`config.mk`:
```
export PLATFORM = sky130hd
export DESIGN_NAME = sfm_stream_addrgen
export DESIGN_NICKNAME = d
export VERILOG_FILES = /design/src/rtl/sfm_stream_addrgen.sv
export SDC_FILE = /design/constraint.sdc
export NUM_CORES = 1
export LEC_CHECK = 0
export BUFFER_PORTS_ARGS = -buffer_cell sky130_fd_sc_hd__clkbuf_2
export CORE_ASPECT_RATIO = 1.4
export CORE_MARGIN = 2
export CORE_UTILIZATION = 43
export DETAILED_ROUTE_END_ITERATION = 7
export PLACE_DENSITY = 0.69
export SYNTH_ARGS = -nofsm -noshare
export SYNTH_HDL_FRONTEND = slang
export SYNTH_SLANG_ARGS = --single-unit
```
`constraint.sdc`:
```
create_clock -name clk_i -period 4.81 [get_ports clk_i]
set_clock_uncertainty 0.2 [all_clocks]
set_input_delay 0.481 -clock clk_i [delete_from_list [all_inputs] [get_ports clk_i]]
set_output_delay 0.481 -clock clk_i [all_outputs]
set_load 0.02 [all_outputs]
```
`src/rtl/sfm_stream_addrgen.sv`:
```
// Stream address generator for the softmax streamers.
// Walks base + up to three strided dimensions on a valid/ready stream.
module sfm_stream_addrgen #(
  parameter int unsigned ADDR_W = 32,
  parameter int unsigned LEN_W  = 16
) (
  input  logic              clk_i,
  input  logic              rst_ni,
  input  logic              clear_i,
  input  logic              enable_i,
  input  logic              req_start_i,
  input  logic [ADDR_W-1:0] base_addr_i,
  input  logic [LEN_W-1:0]  tot_len_i,
  input  logic [LEN_W-1:0]  d0_len_i,
  input  logic [ADDR_W-1:0] d0_stride_i,
  input  logic [LEN_W-1:0]  d1_len_i,
  input  logic [ADDR_W-1:0] d1_stride_i,
  input  logic [ADDR_W-1:0] d2_stride_i,
  input  logic [1:0]        dim_enable_1h_i,
  output logic [ADDR_W-1:0] addr_o,
  output logic              addr_valid_o,
  input  logic              addr_ready_i,
  output logic              ready_start_o,
  output logic              busy_o,
  output logic              done_o
);

  typedef enum logic [1:0] {
    IDLE = 2'd0,
    RUN  = 2'd1,
    DONE = 2'd2
  } state_e;

  state_e state_q, state_d;

  logic [ADDR_W-1:0] addr_q, line_q, blk_q;
  logic [ADDR_W-1:0] d0s_q, d1s_q, d2s_q;
  logic [LEN_W-1:0]  c0_q, c1_q, cnt_q;
  logic [LEN_W-1:0]  tot_q, d0l_q, d1l_q;
  logic [1:0]        dim_q;

  logic [LEN_W:0]    c0_inc, c1_inc, cnt_inc;
  logic [ADDR_W-1:0] blk_nxt, line_nxt, beat_nxt;
  logic              hs, start, last, wrap0, wrap1;

  assign c0_inc  = {1'b0, c0_q} + {{LEN_W{1'b0}}, 1'b1};
  assign c1_inc  = {1'b0, c1_q} + {{LEN_W{1'b0}}, 1'b1};
  assign cnt_inc = {1'b0, cnt_q} + {{LEN_W{1'b0}}, 1'b1};

  // A zero length compares as always-wrapping, i.e. behaves as 1.
  assign wrap0 = dim_q[0] & (c0_inc >= {1'b0, d0l_q});
  assign wrap1 = dim_q[1] & (c1_inc >= {1'b0, d1l_q});
  assign last  = (cnt_inc == {1'b0, tot_q});

  assign blk_nxt  = blk_q + d2s_q;
  assign line_nxt = line_q + d1s_q;
  assign beat_nxt = addr_q + d0s_q;

  assign hs    = addr_valid_o & addr_ready_i;
  assign start = (state_q == IDLE) & enable_i & req_start_i;

  // State register
  always_ff @(posedge clk_i or negedge rst_ni) begin
    if (!rst_ni) begin
      state_q <= IDLE;
    end else begin
      state_q <= state_d;
    end
  end

  // Next-state logic
  always_comb begin
    state_d = state_q;
    if (clear_i) begin
      state_d = IDLE;
    end else if (enable_i) begin
      unique case (state_q)
        IDLE: begin
          if (req_start_i) begin
            state_d = (tot_len_i == '0) ? DONE : RUN;
          end
        end
        RUN: begin
          if (hs && last) begin
            state_d = DONE;
          end
        end
        DONE:    state_d = IDLE;
        default: state_d = IDLE;
      endcase
    end
  end

  // Output decode
  always_comb begin
    addr_valid_o  = 1'b0;
    ready_start_o = 1'b0;
    busy_o        = 1'b0;
    done_o        = 1'b0;
    unique case (1'b1)
      (state_q == IDLE): ready_start_o = 1'b1;
      (state_q == RUN): begin
        addr_valid_o = enable_i;
        busy_o       = 1'b1;
      end
      (state_q == DONE): begin
        busy_o = 1'b1;
        done_o = 1'b1;
      end
      default: ready_start_o = 1'b0;
    endcase
  end

  assign addr_o = addr_q;

  // Descriptor latch and address walk
  always_ff @(posedge clk_i or negedge rst_ni) begin
    if (!rst_ni) begin
      addr_q <= '0;
      line_q <= '0;
      blk_q  <= '0;
      d0s_q  <= '0;
      d1s_q  <= '0;
      d2s_q  <= '0;
      c0_q   <= '0;
      c1_q   <= '0;
      cnt_q  <= '0;
      tot_q  <= '0;
      d0l_q  <= '0;
      d1l_q  <= '0;
      dim_q  <= '0;
    end else if (clear_i) begin
      addr_q <= '0;
      line_q <= '0;
      blk_q  <= '0;
      d0s_q  <= '0;
      d1s_q  <= '0;
      d2s_q  <= '0;
      c0_q   <= '0;
      c1_q   <= '0;
      cnt_q  <= '0;
      tot_q  <= '0;
      d0l_q  <= '0;
      d1l_q  <= '0;
      dim_q  <= '0;
    end else if (start && tot_len_i != '0) begin
      addr_q <= base_addr_i;
      line_q <= base_addr_i;
      blk_q  <= base_addr_i;
      d0s_q  <= d0_stride_i;
      d1s_q  <= d1_stride_i;
      d2s_q  <= d2_stride_i;
      c0_q   <= '0;
      c1_q   <= '0;
      cnt_q  <= '0;
      tot_q  <= tot_len_i;
      d0l_q  <= d0_len_i;
      d1l_q  <= d1_len_i;
      dim_q  <= dim_enable_1h_i;
    end else if (hs) begin
      cnt_q <= cnt_inc[LEN_W-1:0];
      if (wrap0) begin
        c0_q <= '0;
        if (wrap1) begin
          c1_q   <= '0;
          blk_q  <= blk_nxt;
          line_q <= blk_nxt;
          addr_q <= blk_nxt;
        end else begin
          c1_q   <= c1_inc[LEN_W-1:0];
          line_q <= line_nxt;
          addr_q <= line_nxt;
        end
      end else begin
        c0_q   <= c0_inc[LEN_W-1:0];
        addr_q <= beat_nxt;
      end
    end
  end

endmodule

```
After elaboration in Yosys (flattened, before gate mapping). Cells that the tools add are included. W data, S select, Z words.

Bits in registers: 292. Logic and storage cells: 96.

Add/sub/neg operators: 6. Magnitude comparators: 2. Equal/unequal tests: 5. Multiplexer cells: 50. Bitwise gates (word level): 5. Reductions and logical operators: 14.

Operator list (number): $mux W32 (20); $mux W16 (18); $add A32 B32 Y32 (3); $add A16 B1 Y17 const B (3); $ge A17 B16 Y1 (2); $eq A17 B16 Y1 (1); $logic_not A16 Y1 (1); $reduce_bool A16 Y1 (1); $mux W2 (7); $reduce_bool A3 Y1 (3); $ne A3 B3 Y1 const B (2); $reduce_and A3 Y1 (2); $and A1 B1 Y1 (5); $mux W1 (4); $pmux W2 S2 (1); $reduce_bool A2 Y1 (2); $eq A2 B1 Y1 const B (1); $eq A2 B2 Y1 const B (1); $logic_and A1 B1 Y1 (2); $logic_not A2 Y1 (1); $reduce_and A2 Y1 (1); $reduce_or A2 Y1 (1).

Logic depth before layout (Yosys ltp).
Depth after elaboration: 8. Depth in mapped cells: 19. Mapped depth without buffers: 18.

Worst setup path before layout. Ideal clock, no wire load.

Path kind: reg-to-reg. Start: register c0_q[2]. End: register blk_q[21]. Library setup time: 0.083 ns. Arrival time: 3.543 ns. Required time: 4.527 ns. Path slack: 0.984 ns. Cell stages (with the launch flop): 20. Buffers on the path: 2. Clock period less this slack: 3.826 ns. Cell sequence: dfrtp_1 -> nand3_1 -> nor2_1 -> nand2_1 -> nor3_1 -> and3_1 -> nand3_1 -> xnor2_1 -> ha_1 -> nand2_1 -> a31oi_1 -> o2111ai_1 -> a31oi_1 -> o21ai_1 -> o21a_1 -> nand2b_1 -> clkbuf_1 -> or2_2 -> clkbuf_1 -> o21ai_0.

Longest elaborated chain between the ends: 5.

Ends and longest elaborated chain: start, declared (line 38) `logic [LEN_W-1:0] c0_q, c1_q, cnt_q;`; start signal, assigned (line 175) `c0_q <= c0_inc[LEN_W-1:0];`; $add A16 B1 Y17 (line 46) `assign c0_inc = {1'b0, c0_q} + {{LEN_W{1'b0}}, 1'b1};`; $ge A17 B16 Y1 (line 51) `assign wrap0 = dim_q[0] & (c0_inc >= {1'b0, d0l_q});`; $and A1 B1 Y1 (line 51); $reduce_bool A3 Y1 (no line); $reduce_and A3 Y1 (no line); end signal, assigned (line 149) `blk_q <= base_addr_i;`; end signal, assigned (line 166) `blk_q <= blk_nxt;`; end, declared (line 36) `logic [ADDR_W-1:0] addr_q, line_q, blk_q;`.

Every way passes these cells. A chain may end at the register's enable or synchronous reset.

Final worst setup path.
Start: register c1_q[0]. End: register addr_q[7], in the netlist addr_o[7].

Longest elaborated chain between the ends: 8.

Ends and longest elaborated chain: start, declared (line 38); start signal, assigned (line 170) `c1_q <= c1_inc[LEN_W-1:0];`; $add A16 B1 Y17 (line 47) `assign c1_inc = {1'b0, c1_q} + {{LEN_W{1'b0}}, 1'b1};`; $ge A17 B16 Y1 (line 52) `assign wrap1 = dim_q[1] & (c1_inc >= {1'b0, d1l_q});`; $and A1 B1 Y1 (line 52); $mux W32 (line 164) `if (wrap1) begin`; $mux W32 (line 162) `if (wrap0) begin`; $mux W32 (line 160) `end else if (hs) begin`; $mux W32 (line 146) `end else if (start && tot_len_i != '0) begin`; $mux W32 (line 132) `end else if (clear_i) begin`; end signal, assigned (line 147) `addr_q <= base_addr_i;`; end signal, assigned (line 168) `addr_q <= blk_nxt;`; end signal, assigned (line 172) `addr_q <= line_nxt;`; end, declared (line 36).

Every way passes these cells. The select of a mux whose other input is x is not followed.

==> summary.md <==
| Metric | Value |
|---|---|
| Status | `finished, final reports clean` |
| Clock tree root driver cell | `clkbuf_16` |
| Part of the Yosys area used for sequential elements | `38.0%` |
| Crit end category | `flip-flop` |
| EDFF count, synth | `0` |
| Critical path's most frequent cell | `a21oi_1` |
| Synth area leaders | `dfrtp_1 38%, nand2_1 9.4%, ha_1 8.5%, a21oi_1 6.8%, xnor2_1 3.8%` |
| Post-synthesis simple-gate area fraction | `19.2%` |
| Crit-path max FO | `44` |
| FFs w/ async S/R, synth | `100%` |
| Nets@finish | `2932` |
| Fin crit share | `91.4%` |
| Post-synthesis xor/xnor area fraction | `6.79%` |
| Post-synth cell types | `76` |
| Fmax | `227 MHz` |
| CTS Sinks | `292` |
| Reg2reg setup slack | `0.41 ns` |
| Vert. Die Dim | `254 um` |
| Most frequent cells in the layout | `483 x nand2_1, 292 x dfrtp_1, 261 x a21oi_1, 217 x clkbuf_2, 150 x nor2_1` |
| DRT iter0 DRCs | `1458` |
| Post-layout min period | `4.40 ns` |
| Synth top area share | `38.0%` |
| Unrepaired setup endpoints after global routing | `false` |
| Congestion Overflow GR | `0` |
| Chip width | `183 um` |
| Worst Reg2Reg Path Length in Cells | `15` |
| Synth Register Bits | `292` |
| Vias | `18400` |
| Number of gates resized after cts | `0` |
| CP cell instances | `ha_1, and2_1, nand2_1, xnor2_1, ha_1, a21oi_1, o21ai_0, a221oi_1, o211ai_1, o21ai_4, buf_4, mux2i_1, a211oi_1, a21oi_1, a21oi_1` |
| Layout area overhead | `21.8%` |
| CTS tree | `done` |
| Pwr dens | `321 nW/um^2` |
| Origin of the worst min-delay path | `d2_stride_i[30]` |
| First-pass GRT wire length | `98900 um` |
| Core box area | `44100 sq um` |
| Post-Synth Adder-Cell Area | `8.84%` |
| Top Ports | `220` |
| Warnings, synthesis | `0` |
| Final hold vios | `0` |
| Reg2Reg Capture Point | `addr_o[7]` |
| Final TNS setup | `0 ns` |
| Design Power | `7.52 mW` |
| Num CTS Buffers | `34` |
| Max Cap Viol | `0` |
| DR WL/cell | `19.7 um` |
| Post-route DRC | `0` |
| Max clock buf depth | `3` |
| CP max-delay cell | `a211oi_1` |
| Slew HR | `37.4%` |
| H-tree depth | `2` |
| Synth Net Count | `2642` |
| Largest family of logic cells by synthesized area | `compound AO/OA/AOI/OAI gates` |
| Startpoint type of the worst setup path | `flip-flop` |
| Initial cell density of the core | `43.6%` |
| Vias in the first global route | `18500` |
| Syn Std Cell Area | `19200 sq um` |
| Reg-to-reg critical path startpoint | `c1_q[0]` |
| Synth Area in Compound Gates | `22.2%` |
| DR vias/cell | `5.76` |
| Hold/Removal Path Class | `in -> reg` |
| Antenna Violating Nets Remaining | `0` |
| Biggest area consumer among synthesized cells | `dfrtp_1` |
| VDD IR-drop max | `219 uV` |
| Worst-skew pair later-pin latency | `0.55 ns` |
| Commonest non-fill, non-tap cell in the layout | `nand2_1` |
| Final Setup Violations | `0` |
| Row Count | `91` |
| Mux share of post-synthesis cell area | `1.36%` |
| Max incr delay on CP | `0.59 ns` |
| Synthesized area per cell | `8.27 sq um` |
| Required @ worst endpoint | `5.07 ns` |
| Hold_buf cts | `125` |
| Hold Path Cell Cnt | `3` |
| First drt pass iteration count | `5` |
| Dpl hpwl | `45700 um` |
| Pleak | `11.3 nW` |
| Number of fill cells | `4069` |
| Total track usage | `27.0%` |
| Slew Limit Fails | `0` |
| Gpl congestion | `0.955` |
| Post-synth top flop | `dfrtp_1` |
| Worst-Margin Slew | `0.939 ns` |
| Largest net degree at the start of global routing | `158` |
| Layout cells sized above 1 | `12.8%` |
| Die area | `46400 sq um` |
| Critical Path AT | `4.66 ns` |
| Post-CTS Repair Setup Buffers | `0` |
| Worst-path clk slew | `0.07 ns` |
| Initial antenna violation count | `1` |
| Final WL | `62900 um` |
| Port Buffers | `219` |
| # diodes | `0` |
| Mapped Cells | `2324` |
| Hold worst-path end | `d2s_q[30]` |
| WS Path Type | `reg -> reg` |
==> registers in the layout, indices dropped and copies added, names as in the netlist, 32 cells and up <==
signal	flops
d2s_q	32
addr_o	32
line_q	32
d0s_q	32
blk_q	32
d1s_q	32
==> power breakdown <==
group	internal (mW)	switching [mW]	total (mW)	leakage, nW
Clock	1.83	1.15	2.98	0.605
Sequential	2.64	0.179	2.82	3.99
Combinational	0.662	1.06	1.72	6.67
==> logic make-up after synthesis <==
logic type	count (synthesis)
XOR/XNOR	149
AND/OR/NAND/NOR	862
AO/OA/AOI/OAI	679
flip-flops	292
multiplexers	26
adder cells (fa/ha/maj)	134
buffers and inverters	182
==> layout make-up <==
cell class              count  area (sq um)  share of cell area [%]
flip-flops and latches    292          7310                    31.2
clock inverters            18           293                    1.25
repair buffers            376          2650                    11.3
multi-input cells        1850         11300                    48.1
clock buffers              43           978                    4.18
inverters                  60           225                   0.962
well taps                 558           698                    2.98
==> through the flow <==
stage	hold slack, ns	area [sq um]	instances	setup WS (ns)	util [%]
5_1_grt	0.0154	23400	3197	0.0205	53.1
3_5_place_dp	0.273	20900	3011	0.434	47.4
6_report	0.0158	23400	3197	0.413	53.1
3_3_place_gp	0.266	20900	3011	0.505	47.4
4_1_cts	0.00446	23400	3197	0.380	53.1
2_1_floorplan	-0.0146	19200	2324	0.984	-
==> metal layers <==
layer | share of wire, % | global-route usage [%] | vias up
met1 | 39 | 32.4 | 8869
met5 | 0.022 | 0 | -
li1 | - | - | 8781
met2 | 49 | 47.2 | 628
met4 | 5.2 | 13.7 | 2
met3 | 6.0 | 3.77 | 150
==> synthesized netlist by cell type (12+ instances only) <==
cell and n:
and3_1 12, a211oi_1 21, o21bai_1 16, o31ai_1 31, nand2b_1 17, ha_1 131, nand4_1 19, nor3_1 44
mux2i_1 25, xnor2_1 84, and2_1 16, nand2_1 483, clkbuf_1 110, xor2_1 65, o211ai_1 14, inv_1 60
a22o_1 20, a21oi_1 261, nor2_1 152, a31oi_1 16, a21o_1 57, nand3_1 68, dfrtp_1 292, o21ai_0 135
==> worst max-delay path by stage <==
stage	startpoint	endpoint	slack (ns)	cells past startpoint
floorplan	c0_q[2]	blk_q[21]	0.98	19
global placement	c1_q[0]	addr_o[7]	0.50	15
detailed placement	c1_q[0]	addr_o[7]	0.43	15
CTS	c1_q[0]	addr_o[7]	0.38	15
global route	c1_q[0]	addr_o[7]	0.02	15
finish	c1_q[0]	addr_o[7]	0.41	15
==> worst max-delay path: cells and delay by family, from the launching register on <==
family	cells	cell delay, ns
buffers and inverters	1	0.48
DFF	1	0.46
adders and majority gates	2	0.54
AOI/OAI and AO/OA	8	1.85
and+or+nand+nor	2	0.34
xor gates and xnor gates	1	0.20
muxes	1	0.19
Power figures use the tool's default switching activity.
